===== src/rtl/mem_arbiter.sv =====
// Arbitrates one fixed-latency single-port SRAM between instruction fetch (IF) and load/store (MEM).
// Optional build macro MEM_ARB_RR_EN switches tie-breaking from fixed MEM priority to round robin.
module mem_arbiter #(
    parameter int BIT_NUMBER  = 32,
    parameter int WAIT_CYCLES = 3
) (
    input  logic                  clk,
    input  logic                  rst,
    input  logic                  if_req,
    input  logic [BIT_NUMBER-1:0] if_addr,
    output logic                  if_ready,
    output logic [BIT_NUMBER-1:0] if_rdata,
    output logic                  if_stall,
    input  logic                  mem_r_en,
    input  logic                  mem_w_en,
    input  logic [BIT_NUMBER-1:0] mem_addr,
    input  logic [BIT_NUMBER-1:0] mem_wdata,
    output logic                  mem_ready,
    output logic [BIT_NUMBER-1:0] mem_rdata,
    output logic                  mem_stall,
    output logic                  sram_cs,
    output logic                  sram_we,
    output logic [BIT_NUMBER-1:0] sram_addr,
    output logic [BIT_NUMBER-1:0] sram_wdata,
    input  logic [BIT_NUMBER-1:0] sram_rdata
);

    localparam logic [3:0] CNT_LOAD = 4'(WAIT_CYCLES - 1);
    localparam logic       REQ_IF   = 1'b0;
    localparam logic       REQ_MEM  = 1'b1;
`ifdef MEM_ARB_RR_EN
    localparam bit RR_ENABLE = 1'b1;
`else
    localparam bit RR_ENABLE = 1'b0;
`endif

    typedef enum logic [1:0] {
        S_IDLE   = 2'd0,
        S_ACCESS = 2'd1,
        S_DONE   = 2'd2
    } state_t;

    state_t                r_state;
    state_t                w_state_next;
    logic [3:0]            r_cnt;
    logic [3:0]            w_cnt_next;
    logic                  r_owner;
    logic                  r_last_grant;
    logic                  r_we;
    logic [BIT_NUMBER-1:0] r_addr;
    logic [BIT_NUMBER-1:0] r_wdata;

    logic w_mem_req;
    logic w_any_req;
    logic w_grant;
    logic w_winner;
    logic w_last_cycle;
    logic w_rr_pick;

    assign w_mem_req    = mem_r_en | mem_w_en;
    assign w_any_req    = w_mem_req | if_req;
    assign w_grant      = (r_state == S_IDLE) && w_any_req;
    assign w_last_cycle = (r_state == S_ACCESS) && (r_cnt == 4'd0);
    // Round robin hands a tie to whoever did not win last time.
    assign w_rr_pick    = ~r_last_grant;

    always_comb begin
        w_winner = REQ_IF;
        if (w_mem_req && if_req) begin
            w_winner = RR_ENABLE ? w_rr_pick : REQ_MEM;
        end else if (w_mem_req) begin
            w_winner = REQ_MEM;
        end
    end

    always_comb begin
        w_state_next = r_state;
        w_cnt_next   = r_cnt;
        case (r_state)
            S_IDLE: begin
                if (w_any_req) begin
                    w_state_next = S_ACCESS;
                    w_cnt_next   = CNT_LOAD;
                end
            end
            S_ACCESS: begin
                if (r_cnt != 4'd0) begin
                    w_cnt_next = r_cnt - 4'd1;
                end else begin
                    w_state_next = S_DONE;
                end
            end
            S_DONE:  w_state_next = S_IDLE;
            default: w_state_next = S_IDLE;
        endcase
    end

    always_ff @(posedge clk) begin
        if (rst) begin
            r_state <= S_IDLE;
            r_cnt   <= 4'd0;
        end else begin
            r_state <= w_state_next;
            r_cnt   <= w_cnt_next;
        end
    end

    // Transaction parameters are frozen at grant so later input changes cannot disturb the SRAM.
    always_ff @(posedge clk) begin
        if (rst) begin
            r_owner      <= REQ_IF;
            r_last_grant <= REQ_IF;
            r_we         <= 1'b0;
            r_addr       <= '0;
            r_wdata      <= '0;
        end else if (w_grant) begin
            r_owner      <= w_winner;
            r_last_grant <= w_winner;
            r_we         <= (w_winner == REQ_MEM) && mem_w_en;
            r_addr       <= (w_winner == REQ_MEM) ? mem_addr : if_addr;
            r_wdata      <= mem_wdata;
        end
    end

    // Index 0 serves IF, index 1 serves MEM.
    for (genvar gi = 0; gi < 2; gi++) begin : g_req
        logic                  r_ready;
        logic [BIT_NUMBER-1:0] r_rdata;
        logic                  w_mine;

        assign w_mine = w_last_cycle && (r_owner == 1'(gi));

        always_ff @(posedge clk) begin
            if (rst) begin
                r_ready <= 1'b0;
                r_rdata <= '0;
            end else begin
                r_ready <= w_mine;
                if (w_mine && !r_we) begin
                    r_rdata <= sram_rdata;
                end
            end
        end
    end

    assign sram_cs    = (r_state == S_ACCESS);
    assign sram_we    = sram_cs & r_we;
    assign sram_addr  = sram_cs ? r_addr : '0;
    assign sram_wdata = sram_we ? r_wdata : '0;

    assign if_ready   = g_req[0].r_ready;
    assign if_rdata   = g_req[0].r_rdata;
    assign mem_ready  = g_req[1].r_ready;
    assign mem_rdata  = g_req[1].r_rdata;
    assign if_stall   = if_req & ~if_ready;
    assign mem_stall  = w_mem_req & ~mem_ready;

endmodule


===== config.mk =====
export PLATFORM = sky130hd
export DESIGN_NAME = mem_arbiter
export DESIGN_NICKNAME = d
export VERILOG_FILES = /design/src/rtl/mem_arbiter.sv
export SDC_FILE = /design/constraint.sdc
export NUM_CORES = 1
export LEC_CHECK = 0
export BUFFER_PORTS_ARGS = -buffer_cell sky130_fd_sc_hd__buf_4
export CORE_MARGIN = 5
export CORE_UTILIZATION = 45
export CTS_CLUSTER_DIAMETER = 150
export DETAILED_ROUTE_END_ITERATION = 6
export GPL_TIMING_DRIVEN = 0
export HOLD_SLACK_MARGIN = 0.03
export PLACE_DENSITY = 0.77
export SYNTH_ARGS = -nofsm -noshare
export SYNTH_HDL_FRONTEND = slang
export SYNTH_SLANG_ARGS = --single-unit

===== constraint.sdc =====
create_clock -name clk -period 2.3 [get_ports clk]
set_input_delay 0.115 -clock clk [delete_from_list [all_inputs] [get_ports clk]]
set_output_delay 0.115 -clock clk [all_outputs]
set_load 0.005 [all_outputs]

Word-level counts from Yosys, hierarchy flattened
Index checks and enable logic that the tools add are counted.
{"block": "word_totals", "register_bits": 138, "inputBits": 133, "output_inout_bits": 134, "wordCells": 49}
{"block": "classes", "add_sub_neg": 1, "eq_ne": 4, "n_mux": 11, "n_bitwise": 8, "n_reduce_logical": 15}
{"operator": "$mux W32", "n": 3}
{"operator": "$logic_and A1 B1 Y1", "n": 8}
{"operator": "$mux W4", "n": 2}
{"operator": "$pmux W4 S2", "n": 1}
{"operator": "$logic_not A4 Y1", "n": 1}
{"operator": "$mux W2", "n": 2}
{"operator": "$ne A2 B2 Y1 const B", "n": 2}
{"operator": "$pmux W2 S2", "n": 1}
{"operator": "$reduce_bool A4 Y1", "n": 1}
{"operator": "$sub A4 B1 Y4 const B", "n": 1}
{"operator": "$and A1 B1 Y1", "n": 3}
{"operator": "$not A1 Y1", "n": 3}
{"operator": "$reduce_and A3 Y1", "n": 1}
{"operator": "$eq A2 B1 Y1 const B", "n": 1}
{"operator": "$logic_not A2 Y1", "n": 1}
{"operator": "$mux W1", "n": 2}
{"operator": "$ne A2 B1 Y1 const B", "n": 1}
{"operator": "$or A1 B1 Y1", "n": 2}
{"operator": "$reduce_and A2 Y1", "n": 1}
{"operator": "$reduce_bool A2 Y1", "n": 1}
{"operator": "$logic_not A1 Y1", "n": 1}

Depth between registers and ports, before layout
Gate-level depths: netlist of the first run.
{"block": "depth", "word_depth": 4, "ltp_mapped": 8, "mapped_depth_nobuf": 5}

Worst setup path after synthesis of the first run
OpenSTA, ideal clock, no wires.
{"block": "synth_path", "kind": "reg2reg", "startpoint": "reg r_cnt[0]", "endpoint": "reg g_req[0].r_rdata[24] (netlist: if_rdata[24])", "setup_ns": 0.132, "arrival_ns": 1.454, "required_time_ns": 2.168, "slack_ns": 0.714, "stages_incl_launch_ff": 9, "path_buffers": 3, "synth_period_minus_slack_ns": 1.586, "cell_sequence": "dfxtp_1 > inv_1 > ha_1 > or3b_1 > buf_2 > buf_6 > buf_2 > o21ai_1 > a21oi_1"}
{"block": "synth_via", "elab_chain_cells": 4}
{"element": "from (decl)", "line": "45", "text": "logic [3:0] r_cnt;"}
{"element": "from (signal assigned)", "line": "104", "text": "r_cnt <= w_cnt_next;"}
{"element": "$logic_not A4 Y1", "line": "63", "text": "assign w_last_cycle = (r_state == S_ACCESS) && (r_cnt == 4'd0);"}
{"element": "$logic_and A1 B1 Y1", "line": "63"}
{"element": "$logic_and A1 B1 Y1", "line": "131", "text": "assign w_mine = w_last_cycle && (r_owner == 1'(gi));"}
{"element": "$logic_and A1 B1 Y1", "line": "139", "text": "if (w_mine && !r_we) begin"}
{"element": "to (signal assigned)", "line": "140", "text": "r_rdata <= sram_rdata;"}
{"element": "to (decl)", "line": "128", "text": "logic [BIT_NUMBER-1:0] r_rdata;"}
Every way passes these cells.
A chain may end at the register's enable or synchronous reset.

Final worst setup path of the first run
{"block": "layout_path", "startpoint": "reg r_state[1]", "endpoint": "out sram_wdata[26]"}
{"block": "layout_via", "elab_chain_cells": 3}
{"element": "from (decl)", "line": "43", "text": "state_t r_state;"}
{"element": "from (signal assigned)", "line": "103", "text": "r_state <= w_state_next;"}
{"element": "$eq A2 B1 Y1", "line": "146", "text": "assign sram_cs = (r_state == S_ACCESS);"}
{"element": "$and A1 B1 Y1", "line": "147", "text": "assign sram_we = sram_cs & r_we;"}
{"element": "$mux W32", "line": "149", "text": "assign sram_wdata = sram_we ? r_wdata : '0;"}
{"element": "to (decl)", "line": "24", "text": "output logic [BIT_NUMBER-1:0] sram_wdata,"}
Every way passes these cells.

==> results of run 1 <==
-- sequential cells by signal, indices dropped and copies added, names as in the netlist --
name,flops
r_addr,32
mem_rdata,32
if_rdata,32
r_cnt,4
if_ready,1
r_state,2
r_owner,1
r_we,1
r_wdata,32
mem_ready,1
-- logic make-up (layout without fill, tap and decap cells) --
logic type               after synthesis  in the layout  synth area share (%)
AO/OA/AOI/OAI                        303            303                  27.3
flip-flops                           138            138                  45.4
AND/OR/NAND/NOR                      218            218                  19.6
buffers and inverters                 94            515                  7.25
adder cells (fa/ha/maj)                2              2                 0.411
-- timing repair --
| action | 4_1_cts | 5_1_grt |
|---|---|---|
| hold endpoints to repair | 128 | 0 |
| gates cloned | 0 | 0 |
| setup endpoints to repair | 5 | 20 |
| gates resized for setup | 0 | 8 |
| hold buffers | 128 | 0 |
-- layer usage --
layer | global-route usage [%] | part of all wire (%)
met1 | 35.4 | 37
met3 | 8.28 | 10
met2 | 51.9 | 49
met5 | 0 | 0
met4 | 15.5 | 4.1
-- worst reg2reg max path, stage by stage, from the launching register on --
cell,delay [ps]
dfxtp_1,380
nor2_2,260
buf_2,290
a21oi_1,130
a311oi_1,380
dlygate4sd3_1,630
-- cell usage in the layout, fill, tap and decap left out, types with 2 or more instances in the layout --
cell / count
a21oi_1: 134
a311oi_1: 29
a311oi_2: 3
and2_1: 34
and3_1: 32
buf_1: 3
buf_2: 26
buf_4: 266
buf_6: 5
bufinv_16: 4
clkbuf_1: 42
clkbuf_16: 17
clkbuf_2: 9
clkbuf_8: 2
clkinv_2: 4
clkinvlp_4: 3
dfxtp_1: 138
dlygate4sd3_1: 128
ha_1: 2
inv_1: 5
nand2_1: 35
nand3_1: 97
nor2_1: 3
nor2_2: 2
o21ai_0: 94
o21ai_1: 40
or3_1: 2
or4_1: 2
-- how the worst max path moves through the flow --
stage                                endpoint  slack, ps  cells after the start
CTS                   r_addr[27]$_SDFFE_PP0P_         80                      5
floorplan           if_rdata[24]$_SDFFE_PP0P_        710                      8
detailed placement              sram_addr[14]        440                      6
global placement                sram_addr[21]        490                      6
global route                    sram_wdata[1]         20                      5
finish                         sram_wdata[26]        140                      5
-- final cells by class --
type | instances | area (um^2) | area share (%)
repair buffers | 391 | 3260 | 31.9
multi-input cells | 523 | 2890 | 28.3
flip-flops and latches | 138 | 2760 | 27.1
clock buffers | 20 | 457 | 4.48
plain buffers | 87 | 419 | 4.11
well taps | 176 | 220 | 2.16
clock inverters | 12 | 171 | 1.68
inverters | 5 | 18.8 | 0.184
-- power by group through the flow --
stage / registers [W] / logic [W] / clock network [W]
after floorplan: 0.00275 / 0.000878 / 0
after global placement: 0.00277 / 0.00153 / 0
after detailed placement: 0.00278 / 0.00155 / 0
after CTS: 0.00273 / 0.00180 / 0.00293
after global routing: 0.00276 / 0.00202 / 0.00301
final: 0.00274 / 0.00187 / 0.00291
-- per-stage QoR --
step                      instances  power (W)  instance area, um^2
final                          1352    0.00752                10200
after floorplan                 755    0.00363                 6090
after global placement         1194    0.00429                 8280
after CTS                      1353    0.00745                10200
after detailed placement       1194    0.00432                 8280
after global routing           1352    0.00778                10200
==> out/results.ini, run 1 <==
[synthesis]
synth-edff-count = 0
synth_cells = 755
yosys.area.top_type = dfxtp_1
ys_types = 36
synth_area_um2 = 6090
synth.most_common_cell = dfxtp_1
synth_common_cells = dfxtp_1, a21oi_1, nand3_1
ys_seq_area_share_pct = 45.4
synth_ff_type = dfxtp_1
ys_top_cells_by_area = dfxtp_1, a21oi_1, nand3_1, o21ai_0, a311oi_1
yosysWarnings = 0
syn_nets = 890
synthDominantCellAreaShare_pct = 45.4
ys_seq_elements = 138
avgSynthCellArea_um2 = 8.06
async_reset_ff_share_pct = 0

[critical_path]
crit_fanout = 10
worstPathCellList = nand2b_2, inv_1, clkbuf_1, and3_1, buf_4
crit_slowest_cell = clkbuf_1
critPathArrivalTime_ps = 2040
path_delay_family = buffers and inverters
critPathMaxStageDelay_ps = 390
crit_path_start = r_state[1]$_SDFFE_PP0P_
r2r_start = r_state[1]$_SDFFE_PP0P_
critPathCaptureType = output port
startpoint_type = register
reg2reg_depth = 5
critical_path_buf_inv_count = 3
reg2reg_slack_ps = 170
required_ps = 2180
r2r-end = r_addr[6]$_SDFFE_PP0P_
crit_type = register to output port

[cts]
clkSinkCount = 138
numCtsBuffers = 17
clockBufferDepth = 2
htreeDepth = 4
clk_pin_slew_ps = 60
clk_latency_ps = 430
clock-root-buffer = clkbuf_16
cts_post_setup_buffers_inserted = 0
cts_tree = done

[pwr]
power_switching_w = 0.00218
clkPwrFrac_pct = 38.7
p_leak_nw = 4.44
ir_drop_v = 0.000593
p_sw_share_pct = 29.0
seq_power_share_pct = 36.4
internal_power_w = 0.00534
p_comb_share_pct = 24.9
p_per_area_nw_per_um2 = 738

[place]
gp_congestion = 0.841
pre_cts_ws_ps = 445
io_buffers = 263
dp_hpwl_mm = 16.5

[timing]
maxSlewHeadroom_pct = 62.3
fmax_mhz = 464
setup_ws_ps = 144
worst_pin_slew_ps = 566
final.setup.tns_ps = 0
hold_viol = 0
slew_violations = 0
finalCritPeriodShare_pct = 93.7
setup_viol = 0
min_period_ps = 2160
rsz0062_at_grt = no
hold_slack_ps = 125
clock_skew_ps = 6.08

[min_path]
min_delay_path_depth = 4
hold_path_end = r_wdata[26]$_SDFFE_PP0P_
hp-start = if_req
holdCritPathClass = primary input to register

[global_route]
grt_pass1_wl_mm = 39.4
grt_max_degree = 20
grt_usage_pct = 30.5
grt.overflow.total = 0
antenna_found_initial = 0
first_global_vias = 7527

[final_layout]
fin_nets = 1298
utilization_pct = 77.0
syn2layout_area_growth_pct = 67.4
diodes = 0
drive_above_1_share_pct = 29.6
n_fill_cell = 903

[job]
drv_cap = 0

[floorplan]
row_count = 42
ios = 267
fp.coreArea_um2 = 13200
die_x_um = 126
fp.dieH_um = 126
initial_core_util_pct = 46.0
die_area_um2 = 16000

[detailed_routing]
avgViaCountPerCell = 5.71
drt-initial-drc-count = 753
drt-pass1-iter-count = 5
wire_per_inst_um = 18.9
vias = 7714
drt_wl_total_mm = 25.6
ant_nets = 0
drc = 0

[outcome]
status = finished, final reports clean

Power figures use the tool's default switching activity.
==> inputs of run 2 (changes only) <==
--- a/config.mk
+++ b/config.mk
@@ -12,7 +12,7 @@
 export DETAILED_ROUTE_END_ITERATION = 6
 export GPL_TIMING_DRIVEN = 0
 export HOLD_SLACK_MARGIN = 0.03
-export PLACE_DENSITY = 0.77
+export PLACE_DENSITY_LB_ADDON = 0.3
 export SYNTH_ARGS = -nofsm -noshare
 export SYNTH_HDL_FRONTEND = slang
 export SYNTH_SLANG_ARGS = --single-unit
==> run 2 against run 1 <==
  * Combinational power barely moved
  * Clock-buffer cell count did not move
  * Non-clock buffer count did not move
  * Sequential power barely moved
  * Total power rose by 0.22%
  * Clock power rose by 1%
  * Largest power group unchanged
  * Register-to-register slack got worse by 40 ps
  * Critical path depth rose by 1
==> out/results.ini, run 2 (synthesis gave the netlist of run 1 again) <==
[critical_path]
required_ps = 2600
crit_fanout = 10
critPathMaxStageDelay_ps = 610
crit_type = register to register
crit_slowest_cell = dlygate4sd3_1
crit_path_start = r_state[1]$_SDFFE_PP0P_
critPathCaptureType = register
worstPathCellList = or2_1, clkbuf_2, nor2_2, buf_6, a311oi_1, dlygate4sd3_1
startpoint_type = register
path_delay_family = buffers and inverters
critPathArrivalTime_ps = 2470
critical_path_buf_inv_count = 3
r2r_start = r_state[1]$_SDFFE_PP0P_

[floorplan]
die_x_um = 126
die_area_um2 = 16000
row_count = 42
ios = 267
initial_core_util_pct = 46.0
fp.dieH_um = 126
fp.coreArea_um2 = 13200

[place]
gp_congestion = 0.858
dp_hpwl_mm = 16.1
io_buffers = 263

[timing]
fmax_mhz = 461
hold_viol = 0
maxSlewHeadroom_pct = 57.8
rsz0062_at_grt = no
slew_violations = 0
final.setup.tns_ps = 0
setup_viol = 0
finalCritPeriodShare_pct = 94.3
clock_skew_ps = 6.34
worst_pin_slew_ps = 634
min_period_ps = 2170

[global_route]
first_global_vias = 7808
grt.overflow.total = 0
met3_usage_pct = 8.41
grt_max_degree = 20
antenna_found_initial = 0
grt_pass1_wl_mm = 39.1
grtUsageMet2_pct = 51.9
gr-max-usage-layer = met2
grt_usage_pct = 29.8
gr-usage-met1_pct = 33.3

[cts]
clk_pin_slew_ps = 60
clk_latency_ps = 420
cts_post_setup_buffers_inserted = 0
clockBufferDepth = 2
numCtsBuffers = 17
cts_tree = done
clock-root-buffer = clkbuf_16
clkSinkCount = 138
htreeDepth = 4

[pwr]
p_per_area_nw_per_um2 = 739
p_leak_nw = 4.44
ir_drop_v = 0.000536

[final_layout]
utilization_pct = 77.0
syn2layout_area_growth_pct = 67.5
drive_above_1_share_pct = 29.7
fin_nets = 1298
final_cell_mix = buf_4, dfxtp_1, a21oi_1
final_common_cell = buf_4

[detailed_routing]
wire_per_inst_um = 18.3
drt-pass1-iter-count = 5
drt_wl_total_mm = 24.8
vias = 7714
avgViaCountPerCell = 5.70
drt-initial-drc-count = 574
drc = 0
ant_nets = 0

[job]
drv_cap = 0

[min_path]
holdCritPathClass = primary input to register
hp-start = mem_addr[4]

[outcome]
status = finished, final reports clean

-- run 2: cell types whose count changed in the layout (fill, tap and decap cells not counted), sizes merged --
| cell | before | now |
|---|---|---|
| clkbuf | 70 | 71 |
| clkinv | 5 | 4 |
| clkinvlp | 3 | 4 |
| diode | 0 | 1 |
| dlygate4sd3 | 128 | 127 |
-- run 2: layout make-up --
cell class,count,area (um^2)
tap,176,220
clock inverter,12,170
timing repair buffer,390,3250
fill,891,3050
buffer,88,424
multi-input combinational,523,2890
sequential,138,2760
antenna,1,2.50
inverter,5,18.8
clock buffer,20,467
-- run 2: power by group --
part / switching [W] / leakage [nW] / total [W] / internal (W)
logic: 0.000990 / 3.00 / 0.00185 / 0.000861
clock network: 0.00105 / 0.304 / 0.00295 / 0.00189
registers: 0.000124 / 1.13 / 0.00274 / 0.00261
total: 0.00217 / 4.44 / 0.00754 / 0.00537
-- run 2: tightest hold or removal path: stages --
cell and delay, ps:
buf_4 100, o21ai_0 120, a311oi_2 110
-- run 2: path summary, 6_finish.rpt --
path / end / slack [ps] / depth (start not counted)
setup / recovery: r_addr[16]$_SDFFE_PP0P_ / 130 / 6
hold reg to reg: r_wdata[31]$_SDFFE_PP0P_ / 470 / 2
hold / removal: r_addr[4]$_SDFFE_PP0P_ / 90 / 3
setup reg to reg: r_addr[16]$_SDFFE_PP0P_ / 130 / 6
-- run 2: repair_timing --
item,4_1_cts,5_1_grt
hold buffers,127,0
hold endpoints to repair,128,0
setup endpoints to repair,6,25
gates resized for setup,0,9
-- run 2: per-stage QoR --
stage               std cells  hold slack [ps]  area (um^2)  power [W]  worst slack [ps]
floorplan                 755              263         6090    0.00363               714
global placement         1194              382         8280    0.00428               472
detailed placement       1194              384         8280    0.00430               433
CTS                      1352             59.9        10200    0.00746               110
global route             1352              109        10200    0.00781              71.5
finish                   1353             87.6        10200    0.00754               132
-- run 2: layer usage --
layer  up-vias  routed length, um
li1       3545                  -
met1      3648               9400
met2       434              12300
met3        87               2110
met4         0               1030
met5         -                  0
==> inputs of run 3 (changes only) <==
--- a/config.mk
+++ b/config.mk
@@ -5,6 +5,7 @@
 export SDC_FILE = /design/constraint.sdc
 export NUM_CORES = 1
 export LEC_CHECK = 0
+export ABC_AREA = 1
 export BUFFER_PORTS_ARGS = -buffer_cell sky130_fd_sc_hd__buf_4
 export CORE_MARGIN = 5
 export CORE_UTILIZATION = 45
==> run 3 against run 2 <==
  * Area after synthesis fell by 6.3%
  * Final area fell by 9.5%
  * Die area fell by 5.8%
  * Sequential share of layout area rose by 2.8 points
  * Total power rose by 3.9%
  * Worst hold slack got worse by 26 ps
  * Via count fell by 16%
  * Maximum frequency rose by 6.5%
  * First-iteration DRC count fell by 33%
  * Clock-buffer cell count rose by 1
==> out/results.ini, run 3 <==
[outcome]
status = finished, final reports clean

[synthesis]
ys_seq_elements = 138
yosys.area.top_type = dfxtp_1
ys_types = 20
ys_seq_area_share_pct = 48.4
synthDominantCellAreaShare_pct = 48.4
ys_top_cells_by_area = dfxtp_1, nor2_1, o21ai_0, a21oi_1, inv_1
synth.most_common_cell = nor2_1
avgSynthCellArea_um2 = 7.15
synth_area_um2 = 5700
synth-edff-count = 0
async_reset_ff_share_pct = 0
synth_common_cells = nor2_1, dfxtp_1, o21ai_0
synth_cells = 798
yosysWarnings = 0
syn_nets = 933
synth_ff_type = dfxtp_1

[detailed_routing]
avgViaCountPerCell = 4.88
ant_nets = 0
drt_wl_total_mm = 19.2
drt-pass1-iter-count = 5
vias = 6499
wire_per_inst_um = 14.4
drt-initial-drc-count = 384
drc = 0

[cts]
htreeDepth = 4
clock-root-buffer = clkbuf_16
clk_latency_ps = 410
clkSinkCount = 138
cts_tree = done
clockBufferDepth = 2
numCtsBuffers = 17
clk_pin_slew_ps = 60

[timing]
hold_slack_ps = 62.0
worst_pin_slew_ps = 478
final.setup.tns_ps = 0
maxSlewHeadroom_pct = 68.1
fmax_mhz = 491
setup_viol = 0
rsz0062_at_grt = no
clock_skew_ps = 11.4
slew_violations = 0
hold_viol = 0
setup_ws_ps = 265
finalCritPeriodShare_pct = 88.5
min_period_ps = 2040

[place]
dp_hpwl_mm = 13.4
gp_congestion = 0.827
pre_cts_ws_ps = 563
dpl-instance-area_um2 = 7910
io_buffers = 265

[min_path]
holdCritPathClass = primary input to register

[global_route]
grt_usage_pct = 24.6
first_global_vias = 6311
grt_pass1_wl_mm = 29.3
grt.overflow.total = 0
grt_max_degree = 17
antenna_found_initial = 0

[final_layout]
final_cell_area_um2 = 9230
fin_nets = 1282
final_common_cell = buf_4
syn2layout_area_growth_pct = 61.9
utilization_pct = 73.8
final_cell_mix = buf_4, nor2_1, dfxtp_1
drive_above_1_share_pct = 28.8

[pwr]
p_per_area_nw_per_um2 = 848
ir_drop_v = 0.000508
p_leak_nw = 4.31

[floorplan]
ios = 267
row_count = 41
fp.coreArea_um2 = 12500
initial_core_util_pct = 45.6
die_x_um = 123
fp.dieH_um = 123
die_area_um2 = 15000

[job]
drv_cap = 0

[critical_path]
startpoint_type = register
critPathArrivalTime_ps = 1920
crit_type = register to output port
crit_fanout = 10
required_ps = 2180
critPathCaptureType = output port

-- run 3: worst paths after layout --
| check | to | cells past startpoint | start | slack [ps] |
|---|---|---|---|---|
| worst max-delay path | sram_wdata[12] | 8 | r_state[0]$_SDFFE_PP0P_ | 260 |
| worst min-delay path | r_addr[3]$_SDFFE_PP0P_ | 5 | if_addr[3] | 60 |
| worst max register to register | if_rdata[18]$_SDFFE_PP0P_ | 8 | r_cnt[0]$_SDFFE_PP0P_ | 560 |
| worst min register to register | r_wdata[22]$_SDFFE_PP0P_ | 2 | r_wdata[22]$_SDFFE_PP0P_ | 450 |
-- run 3: cells by family (layout without fill, tap and decap cells) --
family,count (synthesis),count (layout),share of synthesized area (%)
AO/OA/AOI/OAI,229,229,20.1
adder cells (fa/ha/maj),2,2,0.439
buffers and inverters,136,498,10.7
flip-flops,138,138,48.4
other,0,1,0
AND/OR/NAND/NOR,293,293,20.3
-- run 3: routing by layer --
layer	GRT usage, %	wire length [um]
met2	44.1	9600
met1	26.9	7540
met3	7.60	1430
met5	0	0
met4	10.4	652
-- run 3: what timing repair did --
action	in CTS	in global routing
setup buffers	0	0
resized for setup	0	0
endpoints found under the hold margin	99	0
hold buffers	65	0
-- run 3: cell type report --
| class | count | area, um^2 |
|---|---|---|
| Clock inverter | 11 | 190 |
| Tap cell | 172 | 215 |
| Clock buffer | 21 | 480 |
| Inverter | 80 | 300 |
| Sequential cell | 138 | 2760 |
| Buffer | 56 | 312 |
| Multi-Input combinational cell | 524 | 2330 |
| Timing Repair Buffer | 330 | 2640 |
| Fill cell | 973 | 3290 |
| Antenna cell | 1 | 2.50 |
-- run 3: metrics by stage --
| step | power [W] | instances |
|---|---|---|
| finish | 0.00783 | 1333 |
| floorplan | 0.00392 | 798 |
| global route | 0.00823 | 1332 |
| CTS | 0.00785 | 1332 |
| detailed placement | 0.00472 | 1235 |
| global placement | 0.00467 | 1235 |
-- run 3: report_power, final --
group          switching (W)  leakage, nW  internal [W]
Sequential          0.000141         1.13       0.00275
Combinational        0.00102         2.84      0.000877
Clock                0.00100        0.329       0.00204
Total                0.00217         4.31       0.00567
-- run 3: critical path, stage by stage, from the launching register on --
cell      delay (ps)
dfxtp_1          350
inv_2             50
nor2_4           120
inv_2            110
nor2_1           170
inv_1            120
clkbuf_1         260
nor2_1           190
buf_4            140
